### src/rtl/fetch_stage_pkg.sv
// Shared definitions for the instruction-fetch stage: encodings, FSM states, IF/ID payload.
package fetch_stage_pkg;

    localparam int unsigned XLEN = 32;

    localparam logic [XLEN-1:0] NOP_WORD          = 32'h0000_0000;
    localparam logic [XLEN-1:0] HALT_WORD_DEFAULT = 32'hFFFF_FFFF;

    typedef enum logic {
        FETCH_RUN  = 1'b0,
        FETCH_HALT = 1'b1
    } fetch_state_e;

    typedef struct packed {
        logic [XLEN-1:0] instr;
        logic [XLEN-1:0] pc;
        logic [XLEN-1:0] pc_plus1;
        logic            valid;
    } if_id_t;

endpackage

### src/rtl/fetch_pc_gen.sv
// Program counter: next-PC priority mux, modulo increment and the PC register itself.
module fetch_pc_gen
    import fetch_stage_pkg::*;
#(
    parameter int unsigned MEM_DEPTH = 256,
    parameter int unsigned AW        = 8,
    parameter logic [31:0] RESET_PC  = 32'h0
) (
    input  logic         clk,
    input  logic         rst,
    input  fetch_state_e state,
    input  logic         br_taken,
    input  logic         halt_seen,
    input  logic         stall,
    input  logic [AW-1:0] br_target,
    output logic [AW-1:0] pc
);

    logic [AW-1:0] pc_q;
    logic [AW-1:0] pc_d;
    logic [AW-1:0] pc_inc;

    assign pc_inc = AW'((XLEN'(pc_q) + XLEN'(1)) % XLEN'(MEM_DEPTH));

    // Next PC: branch beats halt beats stall beats sequential fetch; HALT freezes PC.
    always_comb begin
        pc_d = pc_q;
        if (state == FETCH_RUN) begin
            if (br_taken) begin
                pc_d = br_target;
            end else if (halt_seen || stall) begin
                pc_d = pc_q;
            end else begin
                pc_d = pc_inc;
            end
        end
    end

    // PC register.
    always_ff @(posedge clk or posedge rst) begin
        if (rst) begin
            pc_q <= AW'(RESET_PC);
        end else begin
            pc_q <= pc_d;
        end
    end

    assign pc = pc_q;

endmodule

### src/rtl/fetch_stage.sv
// Instruction-fetch stage: PC generation, IF/ID pipeline register, halt FSM and issue counter.
module fetch_stage
    import fetch_stage_pkg::*;
#(
    parameter int unsigned MEM_DEPTH = 256,
    parameter int unsigned AW        = 8,
    parameter logic [31:0] RESET_PC  = 32'h0,
    parameter logic [31:0] HALT_WORD = HALT_WORD_DEFAULT
) (
    input  logic        clk,
    input  logic        rst,
    output logic [31:0] pc,
    input  logic [31:0] instr_in,
    input  logic        stall,
    input  logic        flush,
    input  logic        br_taken,
    input  logic [31:0] br_target,
    output logic [31:0] if_id_instr,
    output logic [31:0] if_id_pc,
    output logic [31:0] if_id_pc_plus1,
    output logic        if_id_valid,
    output logic        halted,
    output logic [31:0] fetch_count
);

    fetch_state_e  state_q;
    fetch_state_e  state_d;
    if_id_t        if_id_q;
    if_id_t        if_id_d;
    logic [31:0]   count_q;
    logic [31:0]   count_d;
    logic [AW-1:0] pc_idx;
    logic [AW-1:0] pc_idx_inc;
    logic          halt_seen;
    logic          unused_br_hi;

    // Target bits above the code-memory index are don't-care.
    assign unused_br_hi = ^br_target[31:AW];

    assign halt_seen  = (instr_in == HALT_WORD);
    assign pc_idx_inc = AW'((XLEN'(pc_idx) + XLEN'(1)) % XLEN'(MEM_DEPTH));

    fetch_pc_gen #(
        .MEM_DEPTH (MEM_DEPTH),
        .AW        (AW),
        .RESET_PC  (RESET_PC)
    ) u_pc_gen (
        .clk       (clk),
        .rst       (rst),
        .state     (state_q),
        .br_taken  (br_taken),
        .halt_seen (halt_seen),
        .stall     (stall),
        .br_target (br_target[AW-1:0]),
        .pc        (pc_idx)
    );

    // Halt FSM next state and IF/ID / counter next values.
    always_comb begin
        state_d = state_q;
        if_id_d = if_id_q;
        count_d = count_q;
        if (state_q == FETCH_RUN) begin
            // A word fetched under a taken branch is wrong-path, so it cannot halt.
            if (halt_seen && !br_taken) begin
                state_d = FETCH_HALT;
            end
            if (br_taken || flush || halt_seen) begin
                if_id_d.instr = NOP_WORD;
                if_id_d.valid = 1'b0;
            end else if (!stall) begin
                if_id_d.instr    = instr_in;
                if_id_d.pc       = XLEN'(pc_idx);
                if_id_d.pc_plus1 = XLEN'(pc_idx_inc);
                if_id_d.valid    = 1'b1;
                count_d          = count_q + 32'd1;
            end
        end else begin
            if_id_d.instr = NOP_WORD;
            if_id_d.valid = 1'b0;
        end
    end

    // State, IF/ID and issue-counter registers.
    always_ff @(posedge clk or posedge rst) begin
        if (rst) begin
            state_q <= FETCH_RUN;
            if_id_q <= '0;
            count_q <= '0;
        end else begin
            state_q <= state_d;
            if_id_q <= if_id_d;
            count_q <= count_d;
        end
    end

    assign pc             = XLEN'(pc_idx);
    assign if_id_instr    = if_id_q.instr;
    assign if_id_pc       = if_id_q.pc;
    assign if_id_pc_plus1 = if_id_q.pc_plus1;
    assign if_id_valid    = if_id_q.valid;
    assign halted         = (state_q == FETCH_HALT);
    assign fetch_count    = count_q;

endmodule

### config.mk
export PLATFORM = sky130hd
export DESIGN_NAME = fetch_stage
export DESIGN_NICKNAME = d
export VERILOG_FILES = /design/src/rtl/fetch_stage_pkg.sv /design/src/rtl/fetch_pc_gen.sv /design/src/rtl/fetch_stage.sv
export SDC_FILE = /design/constraint.sdc
export NUM_CORES = 1
export LEC_CHECK = 0
export ABC_AREA = 1
export CAP_MARGIN = 25
export CORE_ASPECT_RATIO = 1.1
export CORE_MARGIN = 5
export CORE_UTILIZATION = 43
export CTS_BUF_LIST = sky130_fd_sc_hd__clkbuf_16
export DETAILED_ROUTE_END_ITERATION = 8
export GPL_ROUTABILITY_DRIVEN = 0
export PLACE_DENSITY = 0.82
export SYNTH_ARGS = -nofsm -noshare
export SYNTH_HDL_FRONTEND = slang
export SYNTH_SLANG_ARGS = --single-unit
### constraint.sdc
create_clock -name clk -period 3.3 [get_ports clk]
set_input_delay 0.495 -clock clk [delete_from_list [all_inputs] [get_ports clk]]
set_output_delay 0.495 -clock clk [all_outputs]
set_load 0.05 [all_outputs]
==> metrics.cfg <==
[worst_setup_path]
cp_max_fo = 44
critical_path.startpoint = instr_in[1]
cp-start-kind = input port
cp_top_family = buffers and inverters
slowest_stage = buf_4
cp_common_cell = nand2_1
crit_buf_inv = 3
required_ns = 3.53
arrival_ns = 2.58
crit_type = in -> reg
path_cells = clkdlybuf4s50_1, nand2_1, nor2_1, nand2_1, nor2_1, nand2_1, nand3_2, inv_2, buf_4, nand2_1, o21ai_0
max_stage_delay_ns = 0.48
end_kind = flip-flop
r2r_start = halted

[die]
pin_count = 231
dieHeight_um = 126
fp-row-count = 42
initial_core_util_pct = 43.6
core_area_sq_um = 12000
die-area_sq_um = 14400
fp.dieW_um = 115

[clocking]
clock-sinks = 90
clockBufferDepth = 2
ctsHoldBuffers = 0
insertion_delay_ns = 0.33
cts_max_level = 3
cts_root_buffer = clkbuf_16
tritoncts = done
clk_pin_slew_ns = 0.07
cts_setup_buffers = 0
cts_resized = 0
cts_buffers = 9

[routing]
route.detailed.drc = 0
vias = 4559
ant_nets = 0
first_pass_iters = 5
routedWlPerCell_um = 13.0
first_iter_violations = 162
wl_um = 13000
viasPerCell = 4.56

[power]
p_sw_mw = 0.731
pwr-share-clk_pct = 42.8
ir_drop_mv = 0.249
comb_power_share_pct = 13.7
power.density_nw_per_um2 = 384
seqPwrFrac_pct = 43.5
p_leak_nw = 3.07
switching_share_pct = 28.3
power.internal_mw = 1.85

[timing]
finalClockSkew_ns = 0.00924
hold_viol = 0
worst_slew_pin_slew_ns = 0.743
slew_headroom_pct = 50.4
holdWs_ns = 0.476
rsz0062_at_grt = false
fmax_mhz = 425
setup_tns_ns = 0
fin_crit_ns = 2.35
finalSetupViolCount = 0
min_period_over_period_pct = 71.3
drv_slew = 0
setup_ws_ns = 0.946

[placed_design]
hpwl_um = 9800
io_buffers = 134
dp_slack_ns = 0.571

[final_layout]
nNetsFinal = 912
areaGrowthSynthToFinish_pct = 28.8
drive_gt1_share_pct = 5.08
multi_input_area_sq_um = 2310
fillers = 1161
diodes = 0
regArea_sq_um = 2250

[logic_synthesis]
ys_ff_latch = 90
synthCells = 710
ys_seq_area_share_pct = 43.1
ys_types = 26
synthesis.area_per_instance_sq_um = 7.35
netlist_area_sq_um = 5220
synth-warning-count = 0

[global_route]
grt_pass1_wl_um = 20800
first_global_vias = 4325
grt.overflow.total = 0
grt_max_degree = 56
grtUsageTotal_pct = 17.8
antenna_found_initial = 0

[worst_hold_path]
hold_path.class = reg -> reg
hp-start = if_id_pc[0]

[run_status]
run_status = complete, no violations

[job]
maxCapViolations = 0

==> sequential cells by signal, summed over array words and instances, names as in the netlist <==
signal          count
if_id_instr        32
u_pc_gen.pc         8
if_id_valid         1
if_id_pc_plus1      8
if_id_pc            8
halted              1
fetch_count        32
==> layout make-up <==
| cell class | instances | area share [%] |
|---|---|---|
| Timing Repair Buffer | 138 | 20.6 |
| Clock buffer | 9 | 3.35 |
| Clock inverter | 7 | 1.38 |
| Sequential cell | 90 | 33.5 |
| Inverter | 71 | 3.98 |
| Multi-Input combinational cell | 531 | 34.3 |
| Tap cell | 154 | 2.87 |
==> through the flow <==
step | area [sq um] | cells | util [%] | power (mW)
after floorplan | 5490 | 781 | - | 1.47
after global placement | 6400 | 984 | 53.5 | 1.50
after detailed placement | 6400 | 984 | 53.5 | 1.50
after CTS | 6720 | 1000 | 56.1 | 2.61
after global routing | 6720 | 1000 | 56.1 | 2.67
final | 6720 | 1000 | 56.1 | 2.58
==> path summary, 6_finish.rpt <==
| check | to | slack [ns] | cells after the start |
|---|---|---|---|
| max | if_id_instr[15] | 0.95 | 11 |
| min | if_id_pc[0] | 0.48 | 2 |
| max reg2reg | if_id_instr[15] | 1.39 | 6 |
| min reg2reg | if_id_pc[0] | 0.48 | 2 |
| max in group asynchronous | if_id_pc[0] | 2.00 | 3 |
| min in group asynchronous | if_id_instr[3] | 0.59 | 2 |
==> routing by layer <==
| layer | part of all wire [%] | track usage (%) | vias to the layer above |
|---|---|---|---|
| met5 | 0 | 0 | - |
| met3 | 6.3 | 3.62 | 22 |
| met4 | 2.8 | 7.60 | 0 |
| met2 | 51 | 30.1 | 176 |
| li1 | - | - | 2300 |
| met1 | 40 | 21.8 | 2061 |
==> kinds of logic (layout without fill, tap and decap cells) <==
family,Yosys count,count (layout),synth area share (%)
AO/OA/AOI/OAI,68,68,6.62
other,1,72,0.0718
adder cells (fa/ha/maj),2,2,0.479
buffers and inverters,160,225,17.7
flip-flops,90,90,43.1
XOR/XNOR,17,17,2.85
AND/OR/NAND/NOR,372,372,29.1
==> synth_stat cells (all sizes together) <==
library cell  count  area share [%]
dfrtp            90              43
xnor2             8             1.3
buf              86              12
a21boi            2            0.29
conb              1           0.072
nand4             3            0.36
xor2              9             1.5
clkinv            1           0.072
nor2             58             4.6
nor3              7            0.86
inv              70             5.0
nand3            25             2.8
clkbuf            3            0.22
nand3b            2            0.29
ha                2            0.48
nand2           277              20
o21ai            66             6.3
==> cell usage in the layout (no fill, tap or decap), drive strengths merged, types with 3 or more instances in the layout <==
cell type and instances:
buf 4, clkbuf 9, clkdlybuf4s50 134, clkinv 4, conb 72, dfrtp 90, inv 70, nand2 277
nand3 25, nand4 3, nor2 58, nor3 7, o21ai 66, xnor2 8, xor2 9
==> worst reg2reg max path, cell delays in order (launching register included) <==
cell and delay, ns:
dfrtp_1 0.41, nor2_2 0.17, nand3_2 0.10, inv_2 0.41, buf_4 0.48, nand2_1 0.12
o21ai_0 0.12
==> power by group through the flow <==
stage / logic, mW / registers, mW / clock network [mW]
after CTS: 0.355 / 1.12 / 1.13
final: 0.354 / 1.12 / 1.11
after global placement: 0.353 / 1.15 / 0
after floorplan: 0.291 / 1.18 / 0
after global routing: 0.376 / 1.13 / 1.17
after detailed placement: 0.354 / 1.15 / 0
Power figures use the tool's default switching activity.
